## src/rtl/ts_pkg.sv

```systemverilog
// Shared MPEG-2 TS constants, adaptation-field encodings and receiver FSM states.
package ts_pkg;

    localparam logic [7:0]  TS_SYNC_BYTE = 8'h47;
    localparam int          TS_PKT_LEN   = 188;
    localparam logic [12:0] TS_PID_NULL  = 13'h1FFF;

    typedef enum logic [1:0] {
        AFC_RESERVED = 2'b00,
        AFC_PAYLOAD  = 2'b01,
        AFC_ADAPT    = 2'b10,
        AFC_BOTH     = 2'b11
    } afc_t;

    typedef enum logic [1:0] {
        HUNT,
        VERIFY,
        LOCKED
    } state_t;

endpackage

```

## src/rtl/ts_packet_receiver_if.sv

```systemverilog
// TS byte stream in, parsed header fields and QoS counters out; the source side is master.
interface ts_packet_receiver_if;
    import ts_pkg::*;

    logic        byte_valid;
    logic [7:0]  byte_data;
    logic [12:0] pid_sel;

    logic        locked;
    logic        pkt_start;
    logic        hdr_valid;
    logic [12:0] pkt_pid;
    logic [3:0]  pkt_cc;
    logic        pkt_tei;
    logic        pkt_pusi;
    afc_t        pkt_afc;
    logic        cc_err;
    logic [31:0] pkt_count;
    logic [31:0] cc_err_count;
    logic [15:0] sync_loss_count;

    modport master (
        output byte_valid, byte_data, pid_sel,
        input  locked, pkt_start, hdr_valid, pkt_pid, pkt_cc, pkt_tei, pkt_pusi,
               pkt_afc, cc_err, pkt_count, cc_err_count, sync_loss_count
    );

    modport slave (
        input  byte_valid, byte_data, pid_sel,
        output locked, pkt_start, hdr_valid, pkt_pid, pkt_cc, pkt_tei, pkt_pusi,
               pkt_afc, cc_err, pkt_count, cc_err_count, sync_loss_count
    );

endinterface

```

## src/rtl/ts_cc_checker.sv

```systemverilog
// Continuity-counter check for one selected PID; cc_err registered 1 cycle after chk.
// No backpressure: one check per strobe.
module ts_cc_checker
    import ts_pkg::*;
(
    input  logic        clk,
    input  logic        reset,
    input  logic        chk,
    input  logic [12:0] pid,
    input  logic [12:0] pid_sel,
    input  logic [3:0]  cc,
    input  afc_t        afc,
    output logic        cc_err
);

    logic [12:0] pid_sel_q;
    logic        ref_vld;
    logic [3:0]  ref_cc;

    logic        sel_hit;
    logic        payload;
    logic        dup;
    logic        mismatch;
    logic [3:0]  exp_cc;

    always_comb begin
        sel_hit  = chk && (pid == pid_sel) && (pid_sel != TS_PID_NULL);
        payload  = (afc == AFC_PAYLOAD) || (afc == AFC_BOTH);
        exp_cc   = payload ? ref_cc + 4'd1 : ref_cc;
        dup      = payload && (cc == ref_cc);
        mismatch = ref_vld && (cc != exp_cc) && !dup;
    end

    always_ff @(posedge clk) begin
        if (reset) begin
            pid_sel_q <= '0;
            ref_vld   <= 1'b0;
            ref_cc    <= '0;
            cc_err    <= 1'b0;
        end else begin
            pid_sel_q <= pid_sel;
            cc_err    <= sel_hit && mismatch;
            if (sel_hit) begin
                ref_cc  <= cc;
                ref_vld <= 1'b1;
            end
            // a new selection invalidates whatever reference was being tracked
            if (pid_sel != pid_sel_q) begin
                ref_vld <= 1'b0;
            end
        end
    end

endmodule

```

## src/rtl/ts_packet_receiver.sv

```systemverilog
// TS sync hunt/lock, 4-byte header parse and saturating QoS counters; outputs registered 1 cycle
// after the relevant byte is accepted. No backpressure: one byte per cycle when byte_valid.
module ts_packet_receiver
    import ts_pkg::*;
#(
    parameter int DATA_WIDTH   = 8,
    parameter int PKT_LEN      = TS_PKT_LEN,
    parameter int LOCK_COUNT   = 3,
    parameter int UNLOCK_COUNT = 3
) (
    input  logic                clk,
    input  logic                reset,
    ts_packet_receiver_if.slave ts
);

    localparam int IW = $clog2(PKT_LEN);
    localparam int GW = $clog2(LOCK_COUNT + 1);
    localparam int MW = $clog2(UNLOCK_COUNT + 1);
    localparam logic [IW-1:0]         IDX_LAST = IW'(PKT_LEN - 1);
    localparam logic [DATA_WIDTH-1:0] SYNC     = DATA_WIDTH'(TS_SYNC_BYTE);

    state_t        state, state_nxt;
    logic [IW-1:0] idx, idx_nxt;
    logic [GW-1:0] good, good_nxt;
    logic [MW-1:0] miss, miss_nxt;
    logic          pkt_ok, pkt_ok_nxt;
    logic          start_nxt;
    logic          loss_nxt;

    logic          acc;
    logic          is_sync;
    logic          parse;
    logic          hdr_chk;
    logic          tei_s;
    logic          pusi_s;
    logic [4:0]    pid_hi;
    logic [7:0]    pid_lo;
    logic          cc_err;

    assign acc       = ts.byte_valid;
    assign is_sync   = (ts.byte_data == SYNC);
    assign parse     = pkt_ok && (state == LOCKED);
    assign hdr_chk   = acc && parse && (idx == IW'(3));
    assign ts.locked = (state == LOCKED);
    assign ts.cc_err = cc_err;

    always_ff @(posedge clk) begin
        if (reset) begin
            state  <= HUNT;
            idx    <= '0;
            good   <= '0;
            miss   <= '0;
            pkt_ok <= 1'b0;
        end else begin
            state  <= state_nxt;
            idx    <= idx_nxt;
            good   <= good_nxt;
            miss   <= miss_nxt;
            pkt_ok <= pkt_ok_nxt;
        end
    end

    always_comb begin
        state_nxt  = state;
        idx_nxt    = idx;
        good_nxt   = good;
        miss_nxt   = miss;
        pkt_ok_nxt = pkt_ok;
        start_nxt  = 1'b0;
        loss_nxt   = 1'b0;
        if (acc) begin
            idx_nxt = (idx == IDX_LAST) ? '0 : idx + 1'b1;
            unique case (state)
                HUNT: begin
                    idx_nxt = '0;
                    if (is_sync) begin
                        idx_nxt   = IW'(1);
                        good_nxt  = GW'(1);
                        state_nxt = VERIFY;
                    end
                end
                VERIFY: begin
                    if (idx == '0) begin
                        if (!is_sync) begin
                            state_nxt = HUNT;
                            idx_nxt   = '0;
                        end else if (good == GW'(LOCK_COUNT - 1)) begin
                            // the packet completing lock is itself parsed
                            state_nxt  = LOCKED;
                            good_nxt   = GW'(LOCK_COUNT);
                            miss_nxt   = '0;
                            pkt_ok_nxt = 1'b1;
                            start_nxt  = 1'b1;
                        end else begin
                            good_nxt = good + 1'b1;
                        end
                    end
                end
                LOCKED: begin
                    if (idx == '0) begin
                        if (is_sync) begin
                            miss_nxt   = '0;
                            pkt_ok_nxt = 1'b1;
                            start_nxt  = 1'b1;
                        end else begin
                            pkt_ok_nxt = 1'b0;
                            miss_nxt   = miss + 1'b1;
                            if (miss == MW'(UNLOCK_COUNT - 1)) begin
                                state_nxt = HUNT;
                                idx_nxt   = '0;
                                loss_nxt  = 1'b1;
                            end
                        end
                    end
                end
                default: begin
                    state_nxt = HUNT;
                    idx_nxt   = '0;
                end
            endcase
        end
    end

    always_ff @(posedge clk) begin
        if (reset) begin
            ts.pkt_start       <= 1'b0;
            ts.hdr_valid       <= 1'b0;
            ts.pkt_pid         <= '0;
            ts.pkt_cc          <= '0;
            ts.pkt_tei         <= 1'b0;
            ts.pkt_pusi        <= 1'b0;
            ts.pkt_afc         <= AFC_RESERVED;
            ts.pkt_count       <= '0;
            ts.cc_err_count    <= '0;
            ts.sync_loss_count <= '0;
            tei_s              <= 1'b0;
            pusi_s             <= 1'b0;
            pid_hi             <= '0;
            pid_lo             <= '0;
        end else begin
            ts.pkt_start <= start_nxt;
            ts.hdr_valid <= 1'b0;
            if (loss_nxt && (ts.sync_loss_count != '1)) begin
                ts.sync_loss_count <= ts.sync_loss_count + 16'd1;
            end
            if (cc_err && (ts.cc_err_count != '1)) begin
                ts.cc_err_count <= ts.cc_err_count + 32'd1;
            end
            if (acc && parse) begin
                if (idx == IW'(1)) begin
                    tei_s  <= ts.byte_data[7];
                    pusi_s <= ts.byte_data[6];
                    pid_hi <= ts.byte_data[4:0];
                end else if (idx == IW'(2)) begin
                    pid_lo <= ts.byte_data[7:0];
                end else if (idx == IW'(3)) begin
                    ts.pkt_pid   <= {pid_hi, pid_lo};
                    ts.pkt_tei   <= tei_s;
                    ts.pkt_pusi  <= pusi_s;
                    ts.pkt_cc    <= ts.byte_data[3:0];
                    ts.pkt_afc   <= afc_t'(ts.byte_data[5:4]);
                    ts.hdr_valid <= 1'b1;
                    if (ts.pkt_count != '1) begin
                        ts.pkt_count <= ts.pkt_count + 32'd1;
                    end
                end
            end
        end
    end

    ts_cc_checker u_cc_checker (
        .clk     (clk),
        .reset   (reset),
        .chk     (hdr_chk),
        .pid     ({pid_hi, pid_lo}),
        .pid_sel (ts.pid_sel),
        .cc      (ts.byte_data[3:0]),
        .afc     (afc_t'(ts.byte_data[5:4])),
        .cc_err  (cc_err)
    );

endmodule

```

## src/flat_wrapper.sv

```systemverilog
// flat-port wrapper written by rule: the top's interface ports become plain ports
module ts_packet_receiver_flat import ts_pkg::*;
#(
    parameter int DATA_WIDTH   = 8,
    parameter int PKT_LEN      = TS_PKT_LEN,
    parameter int LOCK_COUNT   = 3,
    parameter int UNLOCK_COUNT = 3
)
  (clk, reset, ts_byte_valid, ts_byte_data, ts_pid_sel, ts_locked, ts_pkt_start, ts_hdr_valid, ts_pkt_pid, ts_pkt_cc, ts_pkt_tei, ts_pkt_pusi, ts_pkt_afc, ts_cc_err, ts_pkt_count, ts_cc_err_count, ts_sync_loss_count);
  ts_packet_receiver_if ts_i ();
  input  logic clk;
  input  logic reset;
  input wire logic [$bits(ts_i.byte_valid)-1:0] ts_byte_valid;
  input wire logic [$bits(ts_i.byte_data)-1:0] ts_byte_data;
  input wire logic [$bits(ts_i.pid_sel)-1:0] ts_pid_sel;
  output wire logic [$bits(ts_i.locked)-1:0] ts_locked;
  output wire logic [$bits(ts_i.pkt_start)-1:0] ts_pkt_start;
  output wire logic [$bits(ts_i.hdr_valid)-1:0] ts_hdr_valid;
  output wire logic [$bits(ts_i.pkt_pid)-1:0] ts_pkt_pid;
  output wire logic [$bits(ts_i.pkt_cc)-1:0] ts_pkt_cc;
  output wire logic [$bits(ts_i.pkt_tei)-1:0] ts_pkt_tei;
  output wire logic [$bits(ts_i.pkt_pusi)-1:0] ts_pkt_pusi;
  output wire logic [$bits(ts_i.pkt_afc)-1:0] ts_pkt_afc;
  output wire logic [$bits(ts_i.cc_err)-1:0] ts_cc_err;
  output wire logic [$bits(ts_i.pkt_count)-1:0] ts_pkt_count;
  output wire logic [$bits(ts_i.cc_err_count)-1:0] ts_cc_err_count;
  output wire logic [$bits(ts_i.sync_loss_count)-1:0] ts_sync_loss_count;
  assign ts_i.byte_valid = ts_byte_valid;
  assign ts_i.byte_data = ts_byte_data;
  assign ts_i.pid_sel = ts_pid_sel;
  assign ts_locked = ts_i.locked;
  assign ts_pkt_start = ts_i.pkt_start;
  assign ts_hdr_valid = ts_i.hdr_valid;
  assign ts_pkt_pid = ts_i.pkt_pid;
  assign ts_pkt_cc = ts_i.pkt_cc;
  assign ts_pkt_tei = ts_i.pkt_tei;
  assign ts_pkt_pusi = ts_i.pkt_pusi;
  assign ts_pkt_afc = ts_i.pkt_afc;
  assign ts_cc_err = ts_i.cc_err;
  assign ts_pkt_count = ts_i.pkt_count;
  assign ts_cc_err_count = ts_i.cc_err_count;
  assign ts_sync_loss_count = ts_i.sync_loss_count;
  ts_packet_receiver #(.DATA_WIDTH(DATA_WIDTH), .PKT_LEN(PKT_LEN), .LOCK_COUNT(LOCK_COUNT), .UNLOCK_COUNT(UNLOCK_COUNT)) u_core (.clk(clk), .reset(reset), .ts(ts_i));
endmodule
```

## config.mk

```make
export PLATFORM = sky130hd
export DESIGN_NAME = ts_packet_receiver_flat
export DESIGN_NICKNAME = d
export VERILOG_FILES = /design/src/rtl/ts_pkg.sv /design/src/rtl/ts_packet_receiver_if.sv /design/src/rtl/ts_cc_checker.sv /design/src/rtl/ts_packet_receiver.sv /design/src/flat_wrapper.sv
export SDC_FILE = /design/constraint.sdc
export NUM_CORES = 1
export LEC_CHECK = 0
export BUFFER_PORTS_ARGS = -buffer_cell sky130_fd_sc_hd__buf_2
export CORE_MARGIN = 1.5
export CORE_UTILIZATION = 56
export DETAILED_ROUTE_END_ITERATION = 7
export PLACE_DENSITY_LB_ADDON = 0.2
export SLEW_MARGIN = 40
export SYNTH_ARGS = -nofsm -noshare
export SYNTH_HDL_FRONTEND = slang
export SYNTH_HIERARCHICAL = 1
export SYNTH_SLANG_ARGS = --single-unit
```

## constraint.sdc

```tcl
create_clock -name clk -period 2.8 [get_ports clk]
set_input_delay 0.14 -clock clk [delete_from_list [all_inputs] [get_ports clk]]
set_output_delay 0.14 -clock clk [all_outputs]
set_load 0.01 [all_outputs]
```

==> key figures, run 1 <==
Yosys
  – Mapped Area: 0.00713 mm²
  – Sequential area share after synthesis: 0.427
  – Area contributors post-synth: dfxtp_1 (43%), xor2_1 (8.2%), nor2_1 (5.2%), nand2_1 (5.1%), xnor2_1 (4.5%)
  – Yosys synthesis warning count: 6
  – Post-synth top area cell: dfxtp_1
  – Syn avg cell area: 8.64 µm²
  – Asr flop ratio synth: 0
  – Post-synth top flop: dfxtp_1
  – Register bit total from synthesis: 152
  – Synth unique cells: 65
  – Number of synthesized flops with an enable pin: 0
  – Synthesized instance count: 825
  – Net Count, Synth: 864
  – Top cell type's share of synthesized area: 0.427

Route
  – Vias per inst: 5.49
  – Post-DRT Antenna Nets: 0
  – Starting DRT DRC Count: 454
  – DRC: 0
  – First-pass DRT Iterations: 5
  – Via count: 6267
  – Post-DR wirelength/cell: 14.8 µm
  – Final wirelength: 16.9 mm

GRT
  – First-pass GRT wire length: 26.9 mm
  – Total global routing overflow: 0
  – Vias in the first global route: 5672
  – Initial antenna violation count: 0
  – Pin count of the biggest net entering global routing: 68
  – Total Routing Usage GR: 0.249

Pwr
  – Power Density: 542 mW/mm²
  – Leakage power: 3.50 nW
  – Peak supply drop: 517 µV

Hold path
  – Worst Hold Endpoint: u_core/ts.pkt_afc[1]
  – Hold_sp: ts_byte_data[5]
  – HP Class: in2reg
  – WHS Path Cells: 3

Place
  – Port bufs: 128
  – DP HPWL: 11.1 mm
  – Routability-driven placement congestion ratio: 0.843
  – DP Area: 0.00796 mm²

Floorplan
  – Starting Density: 0.570
  – Total I/O pin count: 129
  – Die Span Y: 116 µm
  – Cell Rows: 41
  – Core Region: 0.0125 mm²
  – DIE WIDTH: 116 µm
  – Die area: 0.0134 mm²

Final layout
  – Commonest non-fill, non-tap cell in the layout: dfxtp_1
  – Ant diodes: 0
  – Final instance area: 0.00857 mm²
  – Final Net Count: 996
  – Synth-to-Final Area Change: 20.2%
  – Commonest non-fill, non-tap cells in the layout: dfxtp_1 (152), buf_2 (127), nor2_1 (99), nand2_1 (97), xor2_1 (67)
  – Fraction of layout cells with a size suffix above 1: 0.200

STA
  – Tmin final: 2450 ps
  – Final setup TNS: 0 ps
  – Min Hold Slack: 18.1 ps
  – Worst slew margin: 0.452
  – Fin. max-slew vios: 0
  – Unrepaired setup endpoints after global routing: false
  – Skew final: 6.53 ps
  – Measured slew at the worst slew-check pin: 816 ps
  – Hold Fails Final Rpt: 0
  – Final setup fails: 0
  – Peak Freq: 0.408 GHz
  – Tcrit/Tclk final: 0.874

Critical path
  – Critical Path Source Type: flip-flop
  – WP data arrival: 2730 ps
  – Critical path type: reg2reg
  – CP Capture Type: flip-flop
  – RR Startpoint: u_core/idx[0]
  – Worst reg2reg setup slack: 350 ps
  – Crit Path Max Fanout: 12
  – Worst reg-to-reg path cell count: 8
  – Worst EP required: 3080 ps
  – RR Endpoint: u_core/ts.pkt_count[27]

Clock network
  – Post-CTS Setup Bufs: 0
  – CTS Root Cell: clkbuf_16
  – TritonCTS clock tree: built
  – Worst-path clk slew: 60 ps
  – Clock buffer depth: 2
  – Clk_lat worst skew: 410 ps
  – Post-cts resize count: 0
  – H-Tree Depth: 4
  – Clock Sinks: 152
  – CTS Buf Count: 17

Outcome
  – Status: finished clean

Job
  – Max-cap check violation count: 0
-- metal layers --
metal | up-vias | wire [µm] | share of wire | global-route usage
li1 | 3140 | - | - | -
met1 | 2927 | 7770 | 0.46 | 0.327
met2 | 184 | 7960 | 0.47 | 0.404
met3 | 16 | 958 | 0.057 | 0.0591
met4 | 0 | 179 | 0.011 | 0.0821
met5 | - | 0 | 0 | 0
-- cells by family after synthesis --
logic type | Yosys count | synth area share
and+or+nand+nor | 412 | 0.300
DFF | 152 | 0.427
xor gates and xnor gates | 104 | 0.128
AOI/OAI and AO/OA | 86 | 0.0730
buffers and inverters | 40 | 0.0235
muxes | 16 | 0.0225
adders and majority gates | 15 | 0.0263
-- layout make-up --
class	count	area, µm²
clock buffer	20	457
clock inverter	12	150
multi-input combinational	633	3920
tap	172	215
timing repair buffer	141	743
fill	1096	3940
sequential	152	3040
inverter	12	45.0
-- registers in the layout, summed over array words and instances (netlist names), 2 cells and up --
name / flops
u_core/pid_hi: 5
u_core/ts.pkt_afc: 2
u_core/ts.pkt_pid: 13
u_core/ts.sync_loss_count: 16
u_core/state: 2
u_core/ts.cc_err_count: 32
u_core/ts.pkt_count: 32
u_core/u_cc_checker/pid_sel_q: 13
u_core/ts.pkt_cc: 4
u_core/good: 2
u_core/u_cc_checker/ref_cc: 4
u_core/idx: 8
u_core/miss: 2
u_core/pid_lo: 8
-- worst max path at each step --
stage                             start                      end  cells past startpoint
final                     u_core/idx[0]  u_core/ts.pkt_count[27]                      8
after global routing      u_core/idx[0]  u_core/ts.pkt_count[27]                      8
after CTS                 u_core/idx[0]  u_core/ts.pkt_count[27]                      8
after detailed placement  u_core/idx[0]  u_core/ts.pkt_count[25]                      8
after global placement    u_core/idx[0]  u_core/ts.pkt_count[25]                      8
after floorplan           u_core/idx[0]  u_core/ts.pkt_count[27]                     10
-- timing repair --
action,in CTS,in global routing
hold buffers,1,0
endpoints found under the setup margin,0,0
endpoints found under the hold margin,1,0
-- critical path, stage by stage, from the launching register on --
cell	delay [ps]
dfxtp_1	410
inv_1	100
ha_1	240
nor4bb_1	330
and3_1	280
nand4_2	270
nor4_1	450
xnor2_1	180
nor2_1	60
-- stage by stage --
| stage | worst slack (ps) | power, mW | util | instances |
|---|---|---|---|---|
| finish | 352 | 4.65 | 0.685 | 1142 |
| global route | 78.9 | 4.80 | 0.685 | 1142 |
| CTS | 353 | 4.68 | 0.685 | 1142 |
| detailed placement | 394 | 2.36 | 0.636 | 1109 |
| global placement | 519 | 2.36 | 0.636 | 1109 |
| floorplan | 684 | 2.30 | - | 825 |
-- synthesized netlist by cell type (10+ instances only) --
master	number
nor3_1	22
nand2_1	97
nor4_1	13
ha_1	15
nor2b_1	18
nor2_1	99
a21oi_1	47
o21ai_0	10
clkbuf_1	22
inv_1	12
mux2i_1	16
nand3_1	49
and4_1	12
and3_1	20
xor2_1	67
xnor2_1	37
dfxtp_1	152
nand4_1	36
-- power breakdown --
group / switching (mW) / internal [mW]
clock: 0.883 / 1.44
sequential: 0.00548 / 2.17
combinational: 0.0916 / 0.0468
total: 0.981 / 3.66
Power figures use the tool's default switching activity.
==> run 2, diff against run 1 <==
--- a/config.mk
+++ b/config.mk
@@ -6,8 +6,9 @@
 export NUM_CORES = 1
 export LEC_CHECK = 0
 export BUFFER_PORTS_ARGS = -buffer_cell sky130_fd_sc_hd__buf_2
+export CORE_ASPECT_RATIO = 1.5
 export CORE_MARGIN = 1.5
-export CORE_UTILIZATION = 56
+export CORE_UTILIZATION = 50
 export DETAILED_ROUTE_END_ITERATION = 7
 export PLACE_DENSITY_LB_ADDON = 0.2
 export SLEW_MARGIN = 40
==> key figures, run 2 (synthesis results as in run 1) <==
Outcome
  – Status: finished clean

Pwr
  – Combinational share of power: 0.031
  – Switching Share: 0.227
  – Sequential share of power: 0.469
  – Switch Pwr: 1.05 mW
  – Total power: 4.64 mW
  – Internal power: 3.59 mW
  – Leakage power: 3.51 nW
  – Power Density: 537 mW/mm²
  – Clock share of power: 0.500
  – Peak supply drop: 364 µV

Final layout
  – Largest registers: u_core/ts.cc_err_count x32, u_core/ts.pkt_count x32, u_core/ts.sync_loss_count x16
  – Final Net Count: 1000
  – Commonest non-fill, non-tap cell in the layout: dfxtp_1
  – Final instance area: 0.00864 mm²
  – Filler cells: 1303
  – Fraction of layout cells with a size suffix above 1: 0.201
  – Commonest non-fill, non-tap cells in the layout: dfxtp_1 (152), buf_2 (127), nor2_1 (99), nand2_1 (97), xor2_1 (67)
  – Ant diodes: 0
  – Synth-to-Final Area Change: 21.2%

Hold path
  – Worst Hold Endpoint: u_core/u_cc_checker/pid_sel_q[5]
  – Hold_sp: ts_pid_sel[5]
  – WHS Path Cells: 2
  – HP Class: in2reg

Critical path
  – Worst EP required: 3070 ps
  – RR Endpoint: u_core/ts.pkt_count[25]
  – Critical path type: reg2reg
  – Crit path cell chain: inv_1 -> ha_1 -> nor4bb_1 -> and3_1 -> nand4_2 -> nor4b_1 -> xnor2_1 -> nor2_1
  – Worst reg2reg setup slack: 410 ps
  – Worst reg-to-reg path cell count: 8
  – Critical Path Source Type: flip-flop
  – Crit Path Max Fanout: 12
  – Slowest cell on crit path: nor4b_1
  – WP data arrival: 2660 ps
  – CP Capture Type: flip-flop
  – RR Startpoint: u_core/idx[0]
  – Max stage delay on crit path: 430 ps
  – CP startpoint: u_core/idx[0]

Clock network
  – H-Tree Depth: 4
  – CTS Root Cell: clkbuf_16
  – Worst-path clk slew: 60 ps
  – Post-CTS Setup Bufs: 0
  – Clock buffer depth: 2
  – CTS Buf Count: 17
  – Clock Sinks: 152
  – TritonCTS clock tree: built
  – Clk_lat worst skew: 410 ps

Floorplan
  – Die area: 0.0150 mm²
  – Die Span Y: 149 µm
  – Core Region: 0.0140 mm²
  – Starting Density: 0.510
  – Cell Rows: 53
  – DIE WIDTH: 101 µm
  – Total I/O pin count: 129

Place
  – Routability-driven placement congestion ratio: 0.856
  – Port bufs: 128
  – DP HPWL: 12.3 mm
  – DP Area: 0.00798 mm²
  – Post-Place Worst Slack: 385 ps

GRT
  – First-pass GRT wire length: 28.3 mm
  – Initial antenna violation count: 0
  – Met3 Use GR: 0.0572
  – Met2 GRT Util: 0.407
  – Total global routing overflow: 0
  – Met1 GRT Util: 0.283
  – Total Routing Usage GR: 0.237
  – Vias in the first global route: 5958
  – Pin count of the biggest net entering global routing: 68
  – GR peak layer: met2

Route
  – Post-DR wirelength/cell: 14.7 µm
  – Via count: 6255
  – Post-DRT Antenna Nets: 0
  – Final wirelength: 17.2 mm
  – Starting DRT DRC Count: 324
  – Vias per inst: 5.36
  – DRC: 0
  – First-pass DRT Iterations: 4

STA
  – Skew final: 10.1 ps
  – Peak Freq: 0.419 GHz
  – Min Hold Slack: 16.9 ps
  – Fin. max-slew vios: 0
  – Tcrit/Tclk final: 0.853
  – Final setup fails: 0
  – Measured slew at the worst slew-check pin: 677 ps
  – Worst slew margin: 0.549
  – Hold Fails Final Rpt: 0
  – Setup WS post-layout: 413 ps
  – Unrepaired setup endpoints after global routing: false
  – Tmin final: 2390 ps
  – Final setup TNS: 0 ps

Job
  – Max-cap check violation count: 0
-- run 2: cell count changes in the layout (fill, tap and decap cells not counted), sizes merged --
cell	previous run	this run
bufinv	3	2
clkbuf	20	18
dlygate4sd3	1	5
inv	12	17
clkinv	6	4
-- run 2: through the flow --
step,std cells,utilization
floorplan,825,-
global placement,1129,0.571
detailed placement,1129,0.571
CTS,1166,0.617
global route,1166,0.618
finish,1166,0.618
-- run 2: layer usage --
layer,wire length (µm),up-vias
met5,0,-
met4,435,0
met3,661,30
met1,7460,2898
met2,8610,168
li1,-,3159
-- run 2: cell type report --
cell class,instances,area (µm²),area share
multi-input cells,633,3930,0.454
flip-flops and latches,152,3040,0.352
repair buffers,145,783,0.0906
clock buffers,18,439,0.0508
well taps,192,240,0.0278
clock inverters,14,166,0.0193
inverters,12,45.0,0.00521
-- run 2: how the worst max path moves through the flow --
stage,to,cells past startpoint
2_1_floorplan,u_core/ts.pkt_count[27],10
3_3_place_gp,u_core/ts.pkt_count[25],8
3_5_place_dp,u_core/ts.pkt_count[25],8
4_1_cts,u_core/ts.pkt_count[25],8
5_1_grt,u_core/ts.pkt_count[25],8
6_report,u_core/ts.pkt_count[25],8
-- run 2: critical path, delay by kind of cell (launching register included) --
family / cells / cell delay (ps)
and+or+nand+nor: 5 / 1360
adders and majority gates: 1 / 230
xor gates and xnor gates: 1 / 160
buffers and inverters: 1 / 100
DFF: 1 / 410
-- run 2: power by group through the flow --
stage | combinational [mW] | clock (mW) | sequential, mW
final | 0.143 | 2.32 | 2.18
after global routing | 0.158 | 2.47 | 2.18
after CTS | 0.143 | 2.37 | 2.18
after detailed placement | 0.137 | 0 | 2.23
after global placement | 0.136 | 0 | 2.23
after floorplan | 0.0794 | 0 | 2.23
-- run 2: what timing repair did --
action / 4_1_cts / 5_1_grt
endpoints found under the hold margin: 5 / 0
gates resized for setup: 0 / 0
hold buffers: 5 / 0
==> run 3, diff against run 2 <==
--- a/config.mk
+++ b/config.mk
@@ -11,6 +11,7 @@
 export CORE_UTILIZATION = 50
 export DETAILED_ROUTE_END_ITERATION = 7
 export PLACE_DENSITY_LB_ADDON = 0.2
+export RECOVER_POWER = 25
 export SLEW_MARGIN = 40
 export SYNTH_ARGS = -nofsm -noshare
 export SYNTH_HDL_FRONTEND = slang
==> constraint.sdc (replaced) <==
create_clock -name clk -period 2.91 [get_ports clk]
set_input_delay 0.1455 -clock clk [delete_from_list [all_inputs] [get_ports clk]]
set_output_delay 0.1455 -clock clk [all_outputs]
set_load 0.01 [all_outputs]
==> key figures, run 3 (synthesis results as in run 1) <==
Pwr
  – Power Density: 550 mW/mm²
  – Total power: 4.73 mW
  – Leakage power: 3.28 nW
  – Peak supply drop: 346 µV

Floorplan
  – Die Span Y: 149 µm
  – Total I/O pin count: 129
  – Starting Density: 0.510
  – DIE WIDTH: 101 µm
  – Die area: 0.0150 mm²
  – Cell Rows: 53
  – Core Region: 0.0140 mm²

Final layout
  – Register area: 0.00304 mm²
  – Final Net Count: 996
  – Synth-to-Final Area Change: 20.6%
  – Commonest non-fill, non-tap cell in the layout: dfxtp_1
  – Filler cells: 1316
  – Fraction of layout cells with a size suffix above 1: 0.141
  – Ant diodes: 0
  – Largest registers: u_core/ts.cc_err_count x32, u_core/ts.pkt_count x32, u_core/ts.sync_loss_count x16
  – Final instance area: 0.00860 mm²
  – Commonest non-fill, non-tap cells in the layout: dfxtp_1 (152), nor2_1 (99), nand2_1 (97), buf_2 (74), xor2_1 (67)
  – Multi-input logic area: 0.00393 mm²

Clock network
  – Clk_lat worst skew: 420 ps
  – H-Tree Depth: 4
  – CTS Buf Count: 17
  – TritonCTS clock tree: built
  – CTS Root Cell: clkbuf_16
  – Clock buffer depth: 2
  – Worst-path clk slew: 60 ps
  – Clock Sinks: 152

Route
  – First-pass DRT Iterations: 5
  – Vias per inst: 5.37
  – DRC: 0
  – Post-DR wirelength/cell: 15.2 µm
  – Via count: 6240
  – Final wirelength: 17.7 mm
  – Post-DRT Antenna Nets: 0
  – Starting DRT DRC Count: 272

Critical path
  – RR Endpoint: u_core/ts.sync_loss_count[15]
  – CP Capture Type: flip-flop
  – Max stage delay on crit path: 640 ps
  – WP data arrival: 2650 ps
  – RR Startpoint: u_core/idx[3]
  – Crit Path Max Fanout: 8
  – Critical path type: reg2reg
  – Worst EP required: 3130 ps
  – Critical Path Source Type: flip-flop
  – Worst reg-to-reg path cell count: 6
  – Worst reg2reg setup slack: 480 ps
  – Crit path cell chain: nor4_4 -> o211ai_2 -> nor4_1 -> nand3_1 -> xor2_1 -> nor2_1
  – Slowest cell on crit path: nor4_1

STA
  – Tmin final: 2430 ps
  – Final setup fails: 0
  – Fin. max-slew vios: 103
  – Peak Freq: 0.411 GHz
  – Hold Fails Final Rpt: 0
  – Setup WS post-layout: 476 ps
  – Tcrit/Tclk final: 0.836
  – Skew final: 9.81 ps
  – Worst slew margin: -0.597
  – Unrepaired setup endpoints after global routing: false
  – Final setup TNS: 0 ps
  – Min Hold Slack: 15.2 ps
  – Measured slew at the worst slew-check pin: 2390 ps

Place
  – DP Area: 0.00797 mm²
  – Post-Place Worst Slack: 486 ps
  – Routability-driven placement congestion ratio: 0.860
  – DP HPWL: 12.4 mm
  – Port bufs: 128

GRT
  – Total global routing overflow: 0
  – Total Routing Usage GR: 0.240
  – Pin count of the biggest net entering global routing: 56
  – First-pass GRT wire length: 28.5 mm
  – Initial antenna violation count: 0
  – Vias in the first global route: 5826

Outcome
  – Status: finished with violations
  – Failing checks: max-capacitance violations, max-slew violations

Job
  – Max-cap check violation count: 2

Hold path
  – Worst Hold Endpoint: u_core/u_cc_checker/pid_sel_q[1]
  – WHS Path Cells: 2
  – HP Class: in2reg
  – Hold_sp: ts_pid_sel[1]
==> run 3: cell types whose count changed in the layout (fill, tap and decap cells not counted), sizes merged <==
cell,previous run,this run
dlygate4sd3,5,3
clkinvlp,3,2
buf,140,83
bufinv,2,6
clkbuf,18,75
inv,17,12
==> run 3: what timing repair did <==
action	CTS	global route
setup buffers	0	0
resized for setup	0	0
hold endpoints to repair	3	0
hold buffers	3	0
==> run 3: where the power goes <==
part           total [mW]  switching, mW  internal [mW]
combinational       0.134         0.0883         0.0454
clock                2.50          0.868           1.63
sequential           2.10        0.00493           2.09
total                4.73          0.961           3.77
==> run 3: worst max-delay path: cells and delay by family, from the launching register on <==
kind,cells,cell delay [ps]
flip-flops,1,370
AND/OR/NAND/NOR,4,1390
AO/OA/AOI/OAI,1,270
XOR/XNOR,1,190
==> run 3: cell type report <==
| class | instances | share of cell area |
|---|---|---|
| clock buffers | 20 | 0.0519 |
| well taps | 192 | 0.0279 |
| clock inverters | 12 | 0.0259 |
| multi-input cells | 633 | 0.457 |
| inverters | 12 | 0.00524 |
| flip-flops and latches | 152 | 0.354 |
| repair buffers | 141 | 0.0784 |
==> run 3: per-layer routing <==
layer,track usage,up-vias,part of all wire
met5,0,-,0
met4,0.101,0,0.024
met3,0.0520,33,0.041
met2,0.414,158,0.51
met1,0.284,2905,0.42
li1,-,3144,-
==> run 3: worst max-delay path by stage <==
stage,start,to,depth (start not counted)
finish,u_core/idx[3],u_core/ts.sync_loss_count[15],6
detailed placement,u_core/idx[0],u_core/ts.pkt_count[25],8
CTS,u_core/idx[0],u_core/ts.pkt_count[25],8
global placement,u_core/idx[0],u_core/ts.pkt_count[25],8
global route,u_core/idx[3],u_core/ts.sync_loss_count[15],6
floorplan,u_core/idx[0],u_core/ts.pkt_count[27],10
==> run 3: metrics by stage <==
stage                     cells   util
after floorplan             825      -
after global placement     1127  0.569
after detailed placement   1127  0.569
after CTS                  1162  0.619
after global routing       1162  0.615
final                      1162  0.615
